`config.mk`:
```
export PLATFORM = sky130hd
export DESIGN_NAME = timer_ctrl
export DESIGN_NICKNAME = d
export VERILOG_FILES = /design/src/rtl/timer_ctrl.sv
export SDC_FILE = /design/constraint.sdc
export NUM_CORES = 1
export LEC_CHECK = 0
export ABC_AREA = 0
export ABC_CLOCK_PERIOD_IN_PS = 1900
export CORE_ASPECT_RATIO = 1.4
export CORE_MARGIN = 2
export CORE_UTILIZATION = 35
export DETAILED_ROUTE_END_ITERATION = 8
export PLACE_DENSITY = 0.76
export SLEW_MARGIN = 15
export SYNTH_ARGS = -nofsm -noshare
export SYNTH_HDL_FRONTEND = slang
export SYNTH_SLANG_ARGS = --single-unit
```
`constraint.sdc`:
```
create_clock -name clk -period 1.9 [get_ports clk]
set_input_delay 0.285 -clock clk [delete_from_list [all_inputs] [get_ports clk]]
set_output_delay 0.285 -clock clk [all_outputs]
set_load 0.01 [all_outputs]
```
`src/rtl/timer_ctrl.sv`:
```
// timer_ctrl: APB register front end, load sequencer and clk_ena prescaler for the 8-bit timer counter.
// Optional feature macro TIMER_CTRL_IRQ_EN adds the TIER register at 0x4 and the irq output.
module timer_ctrl #(
   parameter int ADDR_W = 8,
   parameter int DATA_W = 8
) (
   input  logic              clk,
   input  logic              rst,
   input  logic              psel,
   input  logic              penable,
   input  logic              pwrite,
   input  logic [ADDR_W-1:0] paddr,
   input  logic [DATA_W-1:0] pwdata,
   output logic [DATA_W-1:0] prdata,
   output logic              pready,
   output logic              pslverr,
   output logic              clk_ena,
   output logic [DATA_W-1:0] start_counter,
   output logic              load,
   output logic              up_down,
   output logic              enable,
   output logic              clr_overflow,
   output logic              clr_underflow,
   input  logic [DATA_W-1:0] tcnt,
   input  logic              overflow,
   input  logic              underflow
`ifdef TIMER_CTRL_IRQ_EN
   ,
   output logic              irq
`endif
);

   localparam logic [ADDR_W-1:0] A_TDR  = ADDR_W'(0);
   localparam logic [ADDR_W-1:0] A_TCR  = ADDR_W'(1);
   localparam logic [ADDR_W-1:0] A_TSR  = ADDR_W'(2);
   localparam logic [ADDR_W-1:0] A_TCNT = ADDR_W'(3);
`ifdef TIMER_CTRL_IRQ_EN
   localparam logic [ADDR_W-1:0] A_TIER = ADDR_W'(4);
   localparam logic [ADDR_W-1:0] A_LIM  = ADDR_W'(5);
`else
   localparam logic [ADDR_W-1:0] A_LIM  = ADDR_W'(4);
`endif

   typedef enum logic [1:0] {ST_IDLE, ST_LOAD, ST_SETTLE} state_t;

   state_t            state;
   logic [DATA_W-1:0] tdr;
   logic [DATA_W-1:0] rdata;
   logic [1:0]        cks;
   logic              tcr_ud;
   logic              tcr_en;
   logic [3:0]        div;
   logic [3:0]        div_nxt;
   logic              access;
   logic              stall;
   logic              addr_err;
   logic              wr_fire;
   logic              tcr_wr;
   logic              cks_chg;
`ifdef TIMER_CTRL_IRQ_EN
   logic [1:0]        tier;
`endif

   // A TCR write is held off while a load sequence is in flight so the sequence sees stable fields
   assign access   = psel & penable;
   assign stall    = access & pwrite & (paddr == A_TCR) & (state != ST_IDLE);
   assign pready   = access & ~stall;
   assign addr_err = (paddr >= A_LIM) | (pwrite & (paddr == A_TCNT));
   assign pslverr  = pready & addr_err;
   assign wr_fire  = pready & pwrite & ~addr_err;
   assign tcr_wr   = wr_fire & (paddr == A_TCR);
   assign cks_chg  = tcr_wr & (pwdata[1:0] != cks);

   assign start_counter = tdr;
   assign up_down       = tcr_ud;
   assign div_nxt       = div + 4'd1;

   always_comb begin
      rdata = '0;
      case (paddr)
         A_TDR:   rdata = tdr;
         A_TCR:   rdata = DATA_W'({2'b00, tcr_ud, tcr_en, 2'b00, cks});
         A_TSR:   rdata = DATA_W'({underflow, overflow});
         A_TCNT:  rdata = tcnt;
`ifdef TIMER_CTRL_IRQ_EN
         A_TIER:  rdata = DATA_W'(tier);
`endif
         default: rdata = '0;
      endcase
   end

   always_ff @(posedge clk or posedge rst) begin
      if (rst) begin
         tdr           <= '0;
         cks           <= '0;
         tcr_ud        <= 1'b0;
         tcr_en        <= 1'b0;
         clr_overflow  <= 1'b0;
         clr_underflow <= 1'b0;
         prdata        <= '0;
      end else begin
         clr_overflow  <= wr_fire & (paddr == A_TSR) & pwdata[0];
         clr_underflow <= wr_fire & (paddr == A_TSR) & pwdata[1];
         if (wr_fire && (paddr == A_TDR))
            tdr <= pwdata;
         if (tcr_wr) begin
            tcr_ud <= pwdata[5];
            tcr_en <= pwdata[4];
            cks    <= pwdata[1:0];
         end
         if (psel && !pwrite)
            prdata <= addr_err ? '0 : rdata;
      end
   end

   // Load sequencer: LOAD pulses load with enable held off, SETTLE gives the counter one quiet cycle
   always_ff @(posedge clk or posedge rst) begin
      if (rst) begin
         state  <= ST_IDLE;
         load   <= 1'b0;
         enable <= 1'b0;
      end else begin
         case (state)
            ST_IDLE: begin
               if (tcr_wr && pwdata[7]) begin
                  state  <= ST_LOAD;
                  load   <= 1'b1;
                  enable <= 1'b0;
               end else begin
                  enable <= tcr_wr ? pwdata[4] : tcr_en;
               end
            end
            ST_LOAD: begin
               state  <= ST_SETTLE;
               load   <= 1'b0;
               enable <= 1'b0;
            end
            ST_SETTLE: begin
               state  <= ST_IDLE;
               enable <= tcr_en;
            end
            default: begin
               state  <= ST_IDLE;
               load   <= 1'b0;
               enable <= 1'b0;
            end
         endcase
      end
   end

   // Strobe on the rising edge of div[cks]; a new rate restarts the divider without a stray pulse
   always_ff @(posedge clk or posedge rst) begin
      if (rst) begin
         div     <= '0;
         clk_ena <= 1'b0;
      end else if (cks_chg) begin
         div     <= '0;
         clk_ena <= 1'b0;
      end else begin
         div     <= div_nxt;
         clk_ena <= div_nxt[cks] & ~div[cks];
      end
   end

`ifdef TIMER_CTRL_IRQ_EN
   always_ff @(posedge clk or posedge rst) begin
      if (rst) begin
         tier <= '0;
         irq  <= 1'b0;
      end else begin
         if (wr_fire && (paddr == A_TIER))
            tier <= pwdata[1:0];
         irq <= (overflow & tier[0]) | (underflow & tier[1]);
      end
   end
`endif

endmodule
```
# == Yosys cells after proc, flatten, opt, wreduce, memory -nomap -nowiden ==
# Index checks and enable logic that the tools add are counted.
# totals
ff_bits,31
latchBits,0
mem_bits_rw,0
mem_bits_ro,0
output_inout_bits,24
elab_cells,65
n_memories,0
# classes
n_addsub,1
multipliers,0
div_mod_pow,0
n_lt_le_gt_ge,2
eq_ne,7
shifts,0
mux,15
bitwise_logic,20
n_reduce_logical,8
# op_table
op,count
8-bit one-hot mux with 4 select lines,1
"8-bit by 2-bit == test with 1-bit output, second input constant",2
1-bit bitwise AND,15
"8-bit by 1-bit == test with 1-bit output, second input constant",1
"8-bit by 3-bit greater-or-equal comparator with 1-bit output, second input constant",1
8-bit logical NOT,1
8-bit 2-to-1 mux,1
1-bit 2-to-1 mux,6
"4-bit by 1-bit adder with 4-bit output, second input constant",1
1-bit binary-select mux with 2-bit select,2
4-bit 2-to-1 mux,1
1-bit inverter,4
1-bit one-hot mux with 2 select lines,2
2-bit one-hot mux with 2 select lines,1
1-bit logical AND,3
"2-bit by 3-bit less-than comparator with 1-bit output, second input constant",1
"2-bit by 1-bit == test with 1-bit output, second input constant",1
"2-bit == test, second input constant",1
2-bit logical NOT,1
2-bit 2-to-1 mux,1
2-bit != test,1
"2-bit != test, second input constant",1
2-bit AND reduction,1
2-bit nonzero test,1
other kinds (2),2

# == Logic depth before layout (Yosys ltp) ==
# Gate-level depths: netlist (run 1).
# depth
ltp_word,12
ltp_mapped,6
mapped_depth_nobuf,4

# == Worst setup path before layout (run 1) ==
# No wires, ideal clock.
# synth_path
path_kind,input -> register
startpoint,input paddr[3]
endpoint,register tdr[0] (netlist: start_counter[0])
setup_time_ps,125
arrival_time_ps,1593
path_slack_ps,182
path_stages,4
n_path_buf,0
path_cell_list,nor4_4 -> nand2_4 -> nor4_4 -> mux2_2
# synth_via
elab_chain_len,8
elab_cells_between_ends,14
# synth_lines
element,line_no,text
start: declaration,12,"input logic [ADDR_W-1:0] paddr,"
8-bit by 1-bit == test with 1-bit output,66,assign stall = access & pwrite & (paddr == A_TCR) & (state != ST_IDLE);
1-bit bitwise AND (2 in series),66,
1-bit inverter,67,assign pready = access & ~stall;
1-bit bitwise AND,67,
1-bit bitwise AND (2 in series),70,assign wr_fire = pready & pwrite & ~addr_err;
1-bit logical AND *,104,if (wr_fire && (paddr == A_TDR))
end signal: assignment,105,tdr <= pwdata;
end: declaration,47,logic [DATA_W-1:0] tdr;
# Mark *: on every way between the ends. The rest lies on a longest branch, timed or not.
# A chain may end at the register's enable or synchronous reset.

# == Worst setup path after layout (run 1) ==
# layout_path
startpoint,input paddr[3]
endpoint,output pready
# layout_via
elab_chain_len,5
# layout_lines
element,line_no,text
8-bit by 1-bit == test with 1-bit output,66,
1-bit bitwise AND (2 in series),66,
1-bit inverter,67,
1-bit bitwise AND,67,
end: declaration,15,"output logic pready,"
# Every way passes these cells.

==> flow_metrics.tcl, run 1 <==
set metrics [dict create \
    syn_area_per_cell_um2 12.0 \
    nets 233 \
    ys.flop_type "dfrtp_1" \
    clockBufferDepth 2 \
    num_vias 1230 \
    synthDistinctLibCells 35 \
    worst_pin_slew_ps 387 \
    ys_top_cells_by_area "dfrtp_1 53%, mux2_2 11%, a22oi_1 3.1%" \
    outcome "finished, violations left" \
    drcViolationCount 4 \
    port_buffers 54 \
    critPathArrivalTime_ps 1620 \
    min_period_over_period_pct 100 \
    syn_inst 123 \
    p_sw_share_pct 23.4 \
    violations "design-rule violations, negative setup slack" \
    slew_violations 0 \
    fin_cells 245 \
    gp_congestion 0.781 \
    htreeDepth 2 \
    antenna_found_initial 0 \
    finalCoreUtilization_pct 57.7 \
    r2r-end "clk_ena" \
    ant_nets 0 \
    powerDensity_nw_per_um2 656 \
    async_flop_share_pct 100 \
    drtIter0Drc 28 \
    cp_cell_sequence "clkdlybuf4s50_1 -> nor4_4 -> nand3_2 -> nor4b_2 -> nor2_1 -> clkbuf_2" \
    yosysTopAreaCell "dfrtp_1" \
    rows 27 \
    fp.dieW_um 58.8 \
    synth_top_area_share_pct 52.7 \
    seq_power_share_pct 48.0 \
    reg2reg_from "state[0]" \
    clkLatencyLatePin_ps 280 \
    crit_path_max_incr_delay_ps 440 \
    hold_viol 0 \
    die_h_um 80.8 \
    cp_top_family "simple AND/OR/NAND/NOR gates" \
    cp_num_buf_inv 2 \
    yosysSeqAreaShare_pct 52.7 \
    syn_area_um2 1470 \
    drv_cap 0 \
    hold_path_class "input pin to async pin" \
    via_per_inst 5.02 \
    clock_skew_ps 5.16 \
    cts.sinks 31 \
    criticalPathCategory "input pin to output pin" \
    ctsHoldBuffers 0 \
    max_slew_margin_pct 74.2 \
    wl_per_cell_um 15.4 \
    cp-start-kind "input pin" \
    antenna_cells 0 \
    synth.most_common_cell "dfrtp_1" \
    grt.total_usage_pct 17.3 \
    leakagePower_nw 1.03 \
    drive_above_1_share_pct 26.2 \
    end_kind "output pin" \
    synthesis.nets 155 \
    cp_slowest_cell "clkdlybuf4s50_1" \
    vdd_drop_max_v 0.000682 \
    grt-ovfl-total 0 \
    grt_max_degree 32 \
    clk_pin_slew_ps 60 \
    dr.pass1.iters 6 \
    comb_power_share_pct 15.1 \
    ios 55 \
    power_frac_clock_pct 36.9 \
    n_fill_cell 356 \
    setup_slack_ps -9.49 \
    cts_tree "built" \
    numCtsBuffers 5 \
    synth_edf_count 0 \
    fin_crit_ps 1910 \
    cp_max_fo 2 \
    r2r_setup_slack_ps 250 \
    yosysWarnings 0 \
    yosys-top-cells-count "31 x dfrtp_1, 14 x mux2_2, 12 x nor2_1" \
    crit_required_ps 1620 \
    grt_pass1_wl_um 6090 \
    p_int_mw 1.15 \
    syn_to_final_growth_pct 56.1 \
    wirelength_um 3770 \
    ys_ff_latch 31 \
    worstRegToRegCells 5 \
    p_sw_mw 0.352 \
    fmax_mhz 524 \
    setup_viol 1 \
    coreArea_um2 3990 \
    initial_core_util_pct 36.9 \
    ctsRootBufferMaster "clkbuf_8" \
    place_inst 235 \
    die_area_um2 4750 \
    rsz0062_at_grt "true" \
    grt_pass1_vias 1306 \
    hpwl_um 2930 \
]
[metrics by stage]
step                      cell area, um2  setup slack [ps]  TNS (ps)  total power, mW  hold WS (ps)
after global routing                2300              -101      -101             1.59           414
after global placement              2180              -403     -3900            0.945           438
after detailed placement            2180              -414     -4530            0.964           447
after floorplan                     1470               182         0            0.832           389
after CTS                           2300             -20.1     -20.1             1.52           394
final                               2300             -9.49     -9.49             1.51           381
[cells by family (layout without fill, tap and decap cells)]
| kind of cell | count (synthesis) | after routing | share of synthesized area, % |
|---|---|---|---|
| flops | 31 | 31 | 52.7 |
| fa+ha+maj | 1 | 1 | 0.849 |
| buf+inv | 9 | 88 | 3.40 |
| compound gates | 21 | 21 | 10.2 |
| xor+xnor | 4 | 4 | 2.38 |
| mux | 16 | 16 | 13.8 |
| simple gates | 41 | 41 | 16.7 |
[state kept, by name (all words and copies together), names as in the netlist]
signal         flops
cks                2
clk_ena            1
clr_overflow       1
clr_underflow      1
div                4
enable             1
load               1
prdata             8
start_counter      8
state              2
tcr_en             1
up_down            1
[placed cells by master, fill, tap and decap left out, types with 2 or more instances in the layout]
master | netlist | final
a22o_1 | 2 | 2
mux4_2 | 2 | 2
nand3_1 | 3 | 2
dlygate4sd2_1 | 0 | 3
clkbuf_2 | 0 | 2
inv_1 | 5 | 5
a22oi_1 | 6 | 6
and2_1 | 2 | 2
clkbuf_8 | 0 | 7
nor2_1 | 12 | 12
clkdlybuf4s50_1 | 0 | 49
mux2_2 | 14 | 13
o31ai_1 | 4 | 4
nand2b_1 | 2 | 2
dfrtp_1 | 31 | 31
nor4_1 | 2 | 2
nor4_4 | 2 | 2
xnor2_1 | 3 | 3
o21ai_0 | 3 | 3
nand2_1 | 9 | 9
buf_4 | 0 | 20
[metal layers]
metal / vias to the layer above / wire [um] / global-route usage, %
li1: 600 / - / -
met1: 585 / 1380 / 19.5
met2: 37 / 2100 / 30.6
met3: 8 / 207 / 4.62
met4: 0 / 74 / 6.82
met5: - / 0 / 0
[how the worst max path moves through the flow]
stage,start,endpoint,depth (start not counted)
finish,paddr[3],pready,6
global route,paddr[3],pready,6
CTS,paddr[3],pready,6
detailed placement,paddr[3],pready,6
global placement,paddr[3],pready,6
floorplan,paddr[3],start_counter[0],4
[layout make-up]
type	instances	area [um2]	share of cell area (%)
Inverter	5	18.8	0.817
Tap cell	43	53.8	2.34
Timing Repair Buffer	75	688	29.9
Clock buffer	8	100	4.35
Sequential cell	31	776	33.8
Multi-Input combinational cell	83	662	28.8
[tightest hold or removal path: stages]
cell	delay, ps
clkdlybuf4s50_1	390
inv_1	50
buf_4	350
[power by group through the flow]
stage          clock network [mW]  logic, mW  registers [mW]
2_1_floorplan                   0      0.102           0.730
6_report                    0.557      0.227           0.723
3_3_place_gp                    0      0.215           0.729
5_1_grt                     0.608      0.248           0.729
4_1_cts                     0.569      0.230           0.723
3_5_place_dp                    0      0.230           0.735
[timing repair]
item                                    4_1_cts  5_1_grt
endpoints found under the setup margin        8        9
pin swaps                                     1        5
buffers inserted                              1        1
gates resized for setup                       9        4
No activity file was read; power rests on OpenSTA's default activity.
==> run 2: changes to the inputs <==
--- a/config.mk
+++ b/config.mk
@@ -12,6 +12,7 @@
 export CORE_UTILIZATION = 35
 export DETAILED_ROUTE_END_ITERATION = 8
 export PLACE_DENSITY = 0.76
+export RECOVER_POWER = 100
 export SLEW_MARGIN = 15
 export SYNTH_ARGS = -nofsm -noshare
 export SYNTH_HDL_FRONTEND = slang
==> run 2 against run 1 <==
The run still ends with design-rule violations, negative setup slack left. Wire length decreased by 0.56%. Final area decreased by 0.11%. Count of clock-buffer cells in the layout unchanged. Maximum frequency about the same. Largest cell class unchanged. Critical path type unchanged. Register-to-register slack about the same. Utilization decreased by 0.063 points. Largest power group unchanged. Power decreased by 0.24%. Combinational power about the same. Clock power about the same. Via count increased by 0.89%. Sequential power about the same.
==> flow_metrics.tcl, run 2 (synthesis results as in run 1) <==
set metrics [dict create \
    outcome "finished, violations left" \
    violations "design-rule violations, negative setup slack" \
    ios 55 \
    criticalPathCategory "input pin to output pin" \
    coreArea_um2 3990 \
    dpl_worst_slack_ps -414 \
    max_slew_margin_pct 50.0 \
    grt.total_usage_pct 17.3 \
    leakagePower_nw 1.10 \
    antenna_found_initial 0 \
    hpwl_um 2930 \
    crit_required_ps 1620 \
    end_kind "output pin" \
    clock_skew_ps 5.10 \
    gp_congestion 0.781 \
    port_buffers 54 \
    fin_cells 245 \
    dr.pass1.iters 6 \
    drive_above_1_share_pct 26.2 \
    grt_pass1_wl_um 6090 \
    slew_violations 0 \
    num_vias 1241 \
    powerDensity_nw_per_um2 655 \
    numCtsBuffers 5 \
    rsz0062_at_grt "true" \
    ant_nets 0 \
    wl_per_cell_um 15.3 \
    worstRegToRegCells 5 \
    worst_pin_slew_ps 750 \
    via_per_inst 5.07 \
    vdd_drop_max_v 0.000681 \
    grt-ovfl-total 0 \
    drtIter0Drc 33 \
    ctsHoldBuffers 0 \
    finalSetupTns_ps -9.49 \
    drcViolationCount 4 \
    n_fill_cell 357 \
    cp-start-kind "input pin" \
    setup_slack_ps -9.49 \
    clk_pin_slew_ps 60 \
    rows 27 \
    critPathArrivalTime_ps 1620 \
    nets 233 \
    antenna_cells 0 \
    die_h_um 80.8 \
    cp_max_fo 2 \
    fin_crit_ps 1910 \
    fp.dieW_um 58.8 \
    setup_viol 1 \
    syn_to_final_growth_pct 55.9 \
    initial_core_util_pct 36.9 \
    layout_common_cells "31 x dfrtp_1, 30 x clkdlybuf4s50_1, 19 x dlygate4sd3_1, 19 x buf_4, 13 x mux2_2" \
    layout_commonest_cell "dfrtp_1" \
    hold_viol 0 \
    htreeDepth 2 \
    place_inst 235 \
    fmax_mhz 524 \
    drv_cap 0 \
    clkLatencyLatePin_ps 280 \
    finalPower_mw 1.50 \
    die_area_um2 4750 \
    hold_depth 1 \
    cts.sinks 31 \
    grt_max_degree 32 \
    min_period_over_period_pct 100 \
    clockBufferDepth 2 \
    hold_ws_ps 458 \
    ctsRootBufferMaster "clkbuf_8" \
    wirelength_um 3750 \
    cts_tree "built" \
    grt_pass1_vias 1306 \
    hold_path_class "register to register" \
]
[run 2: per-stage QoR]
step	cell area, um2	utilization [%]
after floorplan	1470	-
after global placement	2180	54.6
after detailed placement	2180	54.6
after CTS	2300	57.7
after global routing	2300	57.6
final	2300	57.6
[run 2: critical path, stage by stage]
cell and delay [ps]:
clkdlybuf4s50_1 440, nor4_4 260, nand3_2 140, nor4b_2 280, nor2_1 90, clkbuf_2 130
[run 2: worst paths after layout]
check	end	slack, ps	from
min	state[1]	460	state[1]
max in group asynchronous	clk_ena	770	rst
max reg2reg	clk_ena	250	state[0]
min reg2reg	state[1]	460	state[1]
max	pready	-9	paddr[3]
min in group asynchronous	start_counter[6]	650	rst
[run 2: power breakdown]
group / total, mW / internal, mW / leakage [nW] / switching, mW
Combinational: 0.224 / 0.128 / 0.619 / 0.0959
Clock: 0.556 / 0.330 / 0.0515 / 0.226
Sequential: 0.723 / 0.694 / 0.425 / 0.0289
[run 2: routing by layer]
metal / vias up / share of wire, % / GRT usage [%]
li1: 601 / - / -
met1: 593 / 36 / 19.5
met2: 39 / 56 / 30.6
met3: 8 / 5.8 / 4.62
met4: 0 / 2.0 / 6.82
met5: - / 0 / 0
[run 2: cell type report]
cell class	instances	area (um2)	area share, %
multi-input combinational	83	662	28.8
clock buffer	8	100	4.36
sequential	31	776	33.8
inverter	5	18.8	0.817
tap	43	53.8	2.34
timing repair buffer	75	686	29.9
[run 2: what timing repair did]
action                                  CTS  global route
pin swaps                                 1             5
resized for setup                         9             4
endpoints found under the setup margin    8             9
setup buffers                             1             1
==> run 3: changes to the inputs <==
--- a/config.mk
+++ b/config.mk
@@ -7,12 +7,15 @@
 export LEC_CHECK = 0
 export ABC_AREA = 0
 export ABC_CLOCK_PERIOD_IN_PS = 1900
+export CELL_PAD_IN_SITES_DETAIL_PLACEMENT = 1
+export CELL_PAD_IN_SITES_GLOBAL_PLACEMENT = 1
 export CORE_ASPECT_RATIO = 1.4
 export CORE_MARGIN = 2
-export CORE_UTILIZATION = 35
+export CORE_UTILIZATION = 33
 export DETAILED_ROUTE_END_ITERATION = 8
-export PLACE_DENSITY = 0.76
+export PLACE_DENSITY = 0.88
 export RECOVER_POWER = 100
+export SKIP_LAST_GASP = 1
 export SLEW_MARGIN = 15
 export SYNTH_ARGS = -nofsm -noshare
 export SYNTH_HDL_FRONTEND = slang
==> run 3 against run 2 <==
The run now ends clean. Sequential power is 0.6% higher. Utilization is 3.6 points lower. Clock power is 6.8% lower. Critical path type unchanged. Wire length is 27% higher. Worst hold slack better by 26 ps. First-iteration DRC count is 6.1% lower. Via count is 4.6% higher. Clock skew is 1.0 ps lower.
==> flow_metrics.tcl, run 3 (synthesis results as in run 1) <==
set metrics [dict create \
    outcome "complete, no violations" \
    fin_crit_ps 1880 \
    min_period_over_period_pct 99.1 \
    dr.pass1.iters 4 \
    slew_violations 0 \
    leakagePower_nw 1.03 \
    grt.total_usage_pct 21.0 \
    powerDensity_nw_per_um2 641 \
    drcViolationCount 0 \
    coreArea_um2 4270 \
    grt-ovfl-total 0 \
    fin_area_um2 2310 \
    max_slew_margin_pct 48.7 \
    ios 55 \
    vdd_drop_max_v 0.000407 \
    layout_commonest_cell "clkdlybuf4s50_1" \
    worst_pin_slew_ps 769 \
    drive_above_1_share_pct 26.1 \
    die_area_um2 5020 \
    fp.dieW_um 60.5 \
    critPathArrivalTime_ps 1600 \
    hold_viol 0 \
    port_buffers 54 \
    cp_cell_sequence "dlygate4sd2_1 -> nor4_4 -> nand3_2 -> nor4b_4 -> nor2_1 -> buf_2" \
    grt_pass1_vias 1498 \
    fin_cells 259 \
    clk_pin_slew_ps 60 \
    cp_max_fo 2 \
    hold_path_class "register to register" \
    grt_max_degree 32 \
    gp_congestion 0.860 \
    n_fill_cell 485 \
    finalCoreUtilization_pct 54.0 \
    htreeDepth 2 \
    numCtsBuffers 5 \
    drv_cap 0 \
    seq_area_um2 776 \
    die_h_um 83.0 \
    setup_viol 0 \
    wirelength_um 4760 \
    syn_to_final_growth_pct 56.7 \
    finalSetupTns_ps 0 \
    ant_nets 0 \
    rsz0062_at_grt "true" \
    end_kind "output pin" \
    place_inst 251 \
    antenna_cells 0 \
    rows 28 \
    layout_common_cells "46 x clkdlybuf4s50_1, 31 x dfrtp_1, 17 x buf_4, 13 x mux2_2, 11 x nor2_1" \
    num_vias 1298 \
    placed_cell_area_um2 2190 \
    nets 231 \
    cts.sinks 31 \
    wl_per_cell_um 18.4 \
    hpwl_um 3800 \
    clockBufferDepth 2 \
    grt_pass1_wl_um 7600 \
    initial_core_util_pct 34.5 \
    cts_tree "built" \
    crit_required_ps 1620 \
    clock_skew_ps 4.09 \
    fmax_mhz 531 \
    cp_slowest_cell "nor4b_4" \
    drtIter0Drc 31 \
    clkLatencyLatePin_ps 290 \
    antenna_found_initial 0 \
    cp-start-kind "input pin" \
    ctsRootBufferMaster "clkbuf_8" \
    criticalPathCategory "input pin to output pin" \
    multiInputGateArea_um2 679 \
    via_per_inst 5.01 \
    crit_path_max_incr_delay_ps 320 \
]
-- run 3: changes by cell type in the layout (fill, tap and decap cells not counted), sizes merged --
cell,before,now
dlygate4sd3,19,2
buf,20,19
clkbuf,11,8
clkdlybuf4s15,0,1
clkdlybuf4s50,30,46
clkinv,0,1
-- run 3: final timing paths --
kind | startpoint | to | slack [ps] | cells after the start
max | paddr[2] | pready | 20 | 6
min | prdata[4] | prdata[4] | 480 | 2
max reg2reg | state[0] | clk_ena | 300 | 5
min reg2reg | prdata[4] | prdata[4] | 480 | 2
max in group asynchronous | rst | start_counter[1] | 760 | 3
min in group asynchronous | rst | load | 650 | 3
-- run 3: metrics by stage --
| stage | setup WS [ps] | power, mW | hold slack, ps |
|---|---|---|---|
| 2_1_floorplan | 182 | 0.832 | 389 |
| 3_3_place_gp | -325 | 0.944 | 443 |
| 3_5_place_dp | -653 | 0.973 | 468 |
| 4_1_cts | 15.8 | 1.50 | 387 |
| 5_1_grt | -21.4 | 1.56 | 497 |
| 6_report | 16.4 | 1.48 | 484 |
-- run 3: worst max-delay path: cells and delay by family --
family	cells	cell delay (ps)
buffers and inverters	2	410
AND/OR/NAND/NOR	4	890
-- run 3: final cells by class --
| type | instances | share of cell area [%] |
|---|---|---|
| clock buffers | 6 | 3.58 |
| clock inverters | 1 | 0.217 |
| inverters | 5 | 0.813 |
| multi-input cells | 83 | 29.4 |
| flip-flops and latches | 31 | 33.6 |
| well taps | 60 | 3.25 |
| repair buffers | 73 | 29.1 |
-- run 3: where the power goes --
| part | leakage, nW | internal, mW | total [mW] | switching [mW] |
|---|---|---|---|---|
| Combinational | 0.557 | 0.128 | 0.233 | 0.105 |
| Clock | 0.0470 | 0.283 | 0.518 | 0.235 |
| Sequential | 0.425 | 0.694 | 0.727 | 0.0326 |
| Total | 1.03 | 1.11 | 1.48 | 0.373 |
-- run 3: timing repair --
action / in CTS / in global routing
hold endpoints to repair: 0 / 0
pin swaps: 5 / 1
setup endpoints to repair: 10 / 7
resized for setup: 15 / 5
hold buffers: 0 / 0
setup buffers: 2 / 0
-- run 3: layer usage --
layer / vias to the layer above / part of all wire [%] / track usage [%]
met1: 666 / 34 / 20.9
met4: 0 / 1.6 / 9.09
li1: 591 / - / -
met2: 35 / 60 / 39.1
met5: - / 0 / 0
met3: 6 / 3.8 / 4.83
